<file path="src/rtl/snoop_receptor_pkg.sv">
// Shared encodings for the snoop receptor: line coherence states, snooped bus
// message types and the controller FSM states.
package snoop_receptor_pkg;

  typedef enum logic [1:0] {
    LS_INVALID   = 2'b00,
    LS_SHARED    = 2'b01,
    LS_EXCLUSIVE = 2'b10
  } line_state_e;

  typedef enum logic [1:0] {
    MSG_NONE       = 2'b00,
    MSG_READ_MISS  = 2'b01,
    MSG_WRITE_MISS = 2'b10,
    MSG_INVALIDATE = 2'b11
  } bus_msg_e;

  typedef enum logic [1:0] {
    FSM_IDLE   = 2'b00,
    FSM_CHECK  = 2'b01,
    FSM_WB     = 2'b10,
    FSM_UPDATE = 2'b11
  } fsm_state_e;

endpackage

</file>
<file path="src/rtl/snoop_receptor_transicao.sv">
// Coherence transition table: next line state and writeback need for a snooped
// message hitting a line in a given state. Purely combinational.
module snoop_transicao
  import snoop_receptor_pkg::*;
(
  input  logic [1:0] i_state,
  input  logic [1:0] i_msg,
  output logic [1:0] o_next_state,
  output logic       o_needs_wb
);

  always_comb begin
    o_next_state = LS_INVALID;
    o_needs_wb   = 1'b0;
    case (i_state)
      LS_EXCLUSIVE: begin
        case (i_msg)
          MSG_READ_MISS: begin
            o_next_state = LS_SHARED;
            o_needs_wb   = 1'b1;
          end
          MSG_WRITE_MISS: begin
            o_next_state = LS_INVALID;
            o_needs_wb   = 1'b1;
          end
          // Invalidate of an exclusive copy cannot legally happen; drop the line quietly.
          MSG_INVALIDATE: o_next_state = LS_INVALID;
          default:        o_next_state = LS_EXCLUSIVE;
        endcase
      end
      LS_SHARED: begin
        if ((i_msg == MSG_READ_MISS) || (i_msg == MSG_NONE)) begin
          o_next_state = LS_SHARED;
        end else begin
          o_next_state = LS_INVALID;
        end
      end
      default: o_next_state = LS_INVALID;
    endcase
  end

endmodule

</file>
<file path="src/rtl/snoop_receptor.sv">
// Snoop receptor for a small direct-mapped line directory; all state changes on
// the falling edge of Clk. Defining SNOOP_STATS_EN adds inval_count/wb_count.
module snoop_receptor
  import snoop_receptor_pkg::*;
#(
  parameter  int NUM_LINES = 4,
  parameter  int TAG_W     = 4,
  parameter  int WB_BEATS  = 4,
  localparam int IDX_W     = $clog2(NUM_LINES)
) (
  input  logic             Clk,
  input  logic             Rst,
  input  logic             bus_valid,
  input  logic [1:0]       bus_msg,
  input  logic [IDX_W-1:0] bus_index,
  input  logic [TAG_W-1:0] bus_tag,
  output logic             bus_ready,
  input  logic             upd_valid,
  input  logic [IDX_W-1:0] upd_index,
  input  logic [TAG_W-1:0] upd_tag,
  input  logic [1:0]       upd_estado,
  output logic             hit,
  output logic             abort_mem,
  output logic             wb_valid,
  input  logic             wb_ready,
  output logic [2:0]       wb_beat,
  output logic             wb_last,
  output logic [1:0]       estado_saida
`ifdef SNOOP_STATS_EN
  ,
  output logic [15:0]      inval_count,
  output logic [15:0]      wb_count
`endif
);

  localparam logic [2:0] LAST_BEAT = 3'(WB_BEATS - 1);

  fsm_state_e       r_state;
  fsm_state_e       w_state_next;
  logic [1:0]       r_msg;
  logic [IDX_W-1:0] r_index;
  logic [TAG_W-1:0] r_tag;
  logic [2:0]       r_beat;
  logic [1:0]       r_estado;

  logic [1:0]       w_line_st  [NUM_LINES];
  logic [TAG_W-1:0] w_line_tag [NUM_LINES];
  logic [1:0]       w_rd_st;
  logic [TAG_W-1:0] w_rd_tag;
  logic             w_match;
  logic [1:0]       w_trans_next;
  logic             w_trans_wb;
  logic [1:0]       w_check_est;
  logic             w_beat_last;
  logic             w_snoop_wr;

  assign w_rd_st     = w_line_st[r_index];
  assign w_rd_tag    = w_line_tag[r_index];
  assign w_match     = ((w_rd_st == LS_SHARED) || (w_rd_st == LS_EXCLUSIVE)) && (w_rd_tag == r_tag);
  assign w_check_est = w_match ? w_trans_next : LS_INVALID;
  assign w_beat_last = (r_beat == LAST_BEAT);
  // A same-cycle local write to the snooped line takes precedence over the snoop result.
  assign w_snoop_wr  = (r_state == FSM_UPDATE) && !(upd_valid && (upd_index == r_index));

  snoop_transicao u_transicao (
    .i_state      (w_rd_st),
    .i_msg        (r_msg),
    .o_next_state (w_trans_next),
    .o_needs_wb   (w_trans_wb)
  );

  always_ff @(negedge Clk) begin
    if (Rst) begin
      r_state <= FSM_IDLE;
    end else begin
      r_state <= w_state_next;
    end
  end

  always_comb begin
    w_state_next = r_state;
    case (r_state)
      FSM_IDLE: begin
        if (bus_valid && (bus_msg != MSG_NONE)) w_state_next = FSM_CHECK;
      end
      FSM_CHECK: begin
        if (!w_match)        w_state_next = FSM_IDLE;
        else if (w_trans_wb) w_state_next = FSM_WB;
        else                 w_state_next = FSM_UPDATE;
      end
      FSM_WB: begin
        if (wb_ready && w_beat_last) w_state_next = FSM_UPDATE;
      end
      FSM_UPDATE: w_state_next = FSM_IDLE;
      default:    w_state_next = FSM_IDLE;
    endcase
  end

  always_comb begin
    bus_ready    = (r_state == FSM_IDLE);
    hit          = (r_state == FSM_CHECK) && w_match;
    abort_mem    = ((r_state == FSM_CHECK) && w_match && w_trans_wb) || (r_state == FSM_WB);
    wb_valid     = (r_state == FSM_WB);
    wb_last      = (r_state == FSM_WB) && w_beat_last;
    wb_beat      = r_beat;
    estado_saida = (r_state == FSM_CHECK) ? w_check_est : r_estado;
  end

  always_ff @(negedge Clk) begin
    if (Rst) begin
      r_msg    <= '0;
      r_index  <= '0;
      r_tag    <= '0;
      r_beat   <= '0;
      r_estado <= '0;
    end else begin
      if (bus_valid && (r_state == FSM_IDLE)) begin
        r_msg   <= bus_msg;
        r_index <= bus_index;
        r_tag   <= bus_tag;
      end
      if (r_state == FSM_CHECK) begin
        r_estado <= w_check_est;
        r_beat   <= '0;
      end else if ((r_state == FSM_WB) && wb_ready) begin
        r_beat <= w_beat_last ? 3'd0 : r_beat + 3'd1;
      end
    end
  end

  genvar gi;
  generate
    for (gi = 0; gi < NUM_LINES; gi++) begin : gen_line
      logic [1:0]       r_st;
      logic [TAG_W-1:0] r_tg;

      always_ff @(negedge Clk) begin
        if (Rst) begin
          r_st <= LS_INVALID;
          r_tg <= '0;
        end else if (upd_valid && (upd_index == IDX_W'(gi))) begin
          r_st <= upd_estado;
          r_tg <= upd_tag;
        end else if (w_snoop_wr && (r_index == IDX_W'(gi))) begin
          r_st <= r_estado;
        end
      end

      assign w_line_st[gi]  = r_st;
      assign w_line_tag[gi] = r_tg;
    end
  endgenerate

`ifdef SNOOP_STATS_EN
  logic [15:0] r_inval_cnt;
  logic [15:0] r_wb_cnt;

  always_ff @(negedge Clk) begin
    if (Rst) begin
      r_inval_cnt <= '0;
      r_wb_cnt    <= '0;
    end else begin
      if (w_snoop_wr && (r_estado == LS_INVALID) && (r_inval_cnt != 16'hFFFF)) begin
        r_inval_cnt <= r_inval_cnt + 16'd1;
      end
      if ((r_state == FSM_WB) && wb_ready && w_beat_last && (r_wb_cnt != 16'hFFFF)) begin
        r_wb_cnt <= r_wb_cnt + 16'd1;
      end
    end
  end

  assign inval_count = r_inval_cnt;
  assign wb_count    = r_wb_cnt;
`endif

endmodule

</file>
<file path="config.mk">
export PLATFORM = sky130hd
export DESIGN_NAME = snoop_receptor
export DESIGN_NICKNAME = d
export VERILOG_FILES = /design/src/rtl/snoop_receptor_pkg.sv /design/src/rtl/snoop_receptor_transicao.sv /design/src/rtl/snoop_receptor.sv
export SDC_FILE = /design/constraint.sdc
export NUM_CORES = 1
export LEC_CHECK = 0
export CORE_ASPECT_RATIO = 0.6
export CORE_MARGIN = 5
export CORE_UTILIZATION = 45
export CTS_BUF_LIST = sky130_fd_sc_hd__clkbuf_8
export DETAILED_ROUTE_END_ITERATION = 8
export GPL_ROUTABILITY_DRIVEN = 0
export GPL_TIMING_DRIVEN = 0
export HOLD_SLACK_MARGIN = 0.06
export PLACE_DENSITY = 0.69
export SLEW_MARGIN = 20
export SYNTH_ARGS = -nofsm -noshare
export SYNTH_HDL_FRONTEND = slang
export SYNTH_SLANG_ARGS = --single-unit
</file>
<file path="constraint.sdc">
create_clock -name Clk -period 3.9 [get_ports Clk]
set_input_delay 0.585 -clock Clk [delete_from_list [all_inputs] [get_ports Clk]]
set_output_delay 0.585 -clock Clk [all_outputs]
set_load 0.005 [all_outputs]
</file>
==> flow_summary.yaml <==
placement:
  preCtsSetupSlack_ns: -1.43
  numPortBuffers: 30
  hpwlAfterDp_um: 3520
global_routing:
  grt_max_degree: 12
  antenna_found_initial: 0
  track_usage_pct: 19.3
  grt_pass1_vias: 1855
  grt_overflow: 0
  grt_pass1_wl_um: 8370
final_layout:
  layout-drive-gt1-share_pct: 19.3
  n_fill_cell: 359
  syn_to_final_growth_pct: 41.3
  antenna_cells: 0
  layout.nets: 325
run_status:
  violations: "negative setup slack"
  status: "finished with violations"
floorplan:
  core.rowCount: 18
  die-height_um: 61.3
  start_util_pct: 47.4
  die_area_um2: 5850
  dieWidth_um: 95.5
  core_region_area_um2: 4170
  io_pins: 31
yosys:
  synth_seq_area_share_pct: 39.6
  netlist_area_um2: 1970
  yosysWarnings: 0
  syn_area_per_cell_um2: 9.35
  async_flop_share_pct: 0
  syn_nets: 237
  synth-edff-count: 0
  synth-main-ff-cell: "dfxtp_1"
  synth_cells: 211
  synth_cell_types: 35
  ys_ff_latch: 39
timing:
  rsz0062_at_grt: "true"
  setup_ws_ns: -1.21
  hold_violations: 0
  relSlewSlack_pct: 58.3
  fin_tns_setup_ns: -4.72
  tightestPinTransition_ns: 0.625
  skew_ns: 0.0155
  drv_slew: 0
  setup_viol_count_final: 4
drt:
  postRouteAntennaNets: 0
  vias_per_cell: 5.10
  dr.pass1.iters: 4
  drc: 0
  wl_per_cell_um: 14.5
  vias: 1837
  drt-initial-drc-count: 78
  drt_wl_total_um: 5230
power:
  vdd_drop_max_mv: 0.296
  p_comb_share_pct: 13.4
  power.density_nw_per_um2: 351
  p_clk_share_pct: 42.9
  swShare_pct: 32.8
  p_int_mw: 0.657
  power.switching_mw: 0.320
  p_leak_nw: 1.35
  p_seq_share_pct: 43.7
job:
  max-cap-violations: 0
clock_network:
  numClockSinks: 39
  clockRootBuffer: "clkbuf_8"
  tritoncts: "yes"
  clkTransAtPathRegs_ns: 0.03
  clockBufferDepth: 2
  cts-htree-levels: 2
  clock_latency_ns: 0.36
  cts_made_buffers: 5
critical_path:
  cp-start-kind: "flop"
  cp.required_ns: 3.31
  critical_path_arrival_ns: 4.53
  cp_max_fo: 3
  critPathCaptureType: "output port"
  r2r_slack_ns: 1.39
  crit_type: "flop to output port"
worst_hold_path:
  min_path_type: "flop to flop"
-- logic make-up (layout without fill, tap and decap cells) --
logic type                 Yosys count  after routing  synth area share, %
muxes                               45             45                 25.7
DFF                                 39             39                 39.6
and+or+nand+nor                     70             70                 16.7
AOI/OAI and AO/OA                   29             29                 9.58
adders and majority gates            5              5                 3.17
buffers and inverters               21            110                 4.38
xor gates and xnor gates             2              2                0.888
-- path summary, 6_finish.rpt --
| kind | start | endpoint | depth (start not counted) |
|---|---|---|---|
| min | wb_beat[2] | wb_beat[2] | 2 |
| max reg2reg | r_index[1] | r_estado[0] | 8 |
| min reg2reg | wb_beat[2] | wb_beat[2] | 2 |
| max | r_index[1] | estado_saida[0] | 9 |
-- repair_timing --
action	in CTS	in global routing
pin swaps	2	2
gates cloned	0	0
setup endpoints to repair	11	21
resized for setup	37	8
setup buffers	12	4
hold buffers	0	0
-- sequential cells by signal, indices dropped and copies added (netlist names), named ones only --
name / count
gen_line.r_tg: 16
gen_line.r_st: 8
r_msg: 2
r_index: 2
r_tag: 4
r_state: 1
wb_beat: 3
r_estado: 2
-- routing by layer --
layer  track usage (%)  up-vias  part of all wire, %
met2              26.5       48                   43
met3              8.55        5                  6.4
li1                  -      922                    -
met5                 0        -                    0
met4              9.51        0                 0.63
met1              25.9      862                   50
-- cell usage in the layout, fill, tap and decap left out, types with 4 or more instances in the layout --
cell and instances:
a211oi_1 6, a21oi_1 5, buf_4 14, clkbuf_1 4, clkbuf_8 6, clkdlybuf4s50_1 22, dfxtp_1 34, inv_1 47
mux2_2 5, mux2i_1 36, mux4_2 4, nand2_1 9, nand2b_1 4, nor2_1 39, o21ai_2 4
-- power by group through the flow --
stage / logic (mW) / clock network, mW / registers (mW)
after floorplan: 0.0762 / 0.0626 / 0.429
after global placement: 0.120 / 0.0626 / 0.431
after detailed placement: 0.120 / 0.0626 / 0.432
after CTS: 0.129 / 0.436 / 0.427
after global routing: 0.144 / 0.499 / 0.427
final: 0.131 / 0.419 / 0.427
-- layout make-up --
cell class	instances	area, um^2	share of cell area [%]
inverter	9	33.8	1.21
sequential	39	795	28.5
tap	60	75.1	2.69
timing repair buffer	46	417	14.9
clock buffer	5	68.8	2.47
clock inverter	42	160	5.75
buffer	8	70.1	2.51
multi-input combinational	151	1170	41.9
-- synthesized netlist by cell type, types with 2 or more instances --
cell | number | area (um^2)
a211oi_1 | 6 | 45.0
a21oi_1 | 5 | 25.0
clkbuf_1 | 9 | 33.8
dfxtp_1 | 39 | 781
ha_1 | 5 | 62.6
inv_1 | 10 | 37.5
mux2_2 | 5 | 56.3
mux2i_1 | 36 | 360
mux4_2 | 4 | 90.1
nand2_1 | 10 | 37.5
nand2b_1 | 4 | 25.0
nand3_1 | 4 | 20.0
nand3b_1 | 3 | 22.5
nor2_1 | 40 | 150
o21ai_0 | 4 | 20.0
o21ai_1 | 3 | 15.0
o221ai_1 | 2 | 17.5
o22ai_1 | 2 | 12.5
or4_1 | 3 | 22.5
xor2_1 | 2 | 17.5
-- metrics by stage --
stage | utilization, % | std cells | hold WS, ns | instance area (um^2) | total power, mW
CTS | 66.0 | 357 | 0.476 | 2750 | 0.992
detailed placement | 57.4 | 301 | 0.471 | 2390 | 0.615
floorplan | - | 211 | 0.455 | 2020 | 0.567
global placement | 57.4 | 301 | 0.475 | 2390 | 0.614
finish | 66.9 | 360 | 0.477 | 2790 | 0.977
global route | 66.9 | 360 | 0.517 | 2790 | 1.07
-- worst max-delay path, stage by stage, from the launching register on --
cell and delay, ns:
dfxtp_2 0.34, clkbuf_16 0.14, mux4_2 0.53, inv_2 0.09, ha_4 0.18, or3_4 0.32
nand4bb_4 0.23, buf_6 0.15, o21ai_2 0.11, buf_2 0.13
Power figures use the tool's default switching activity.
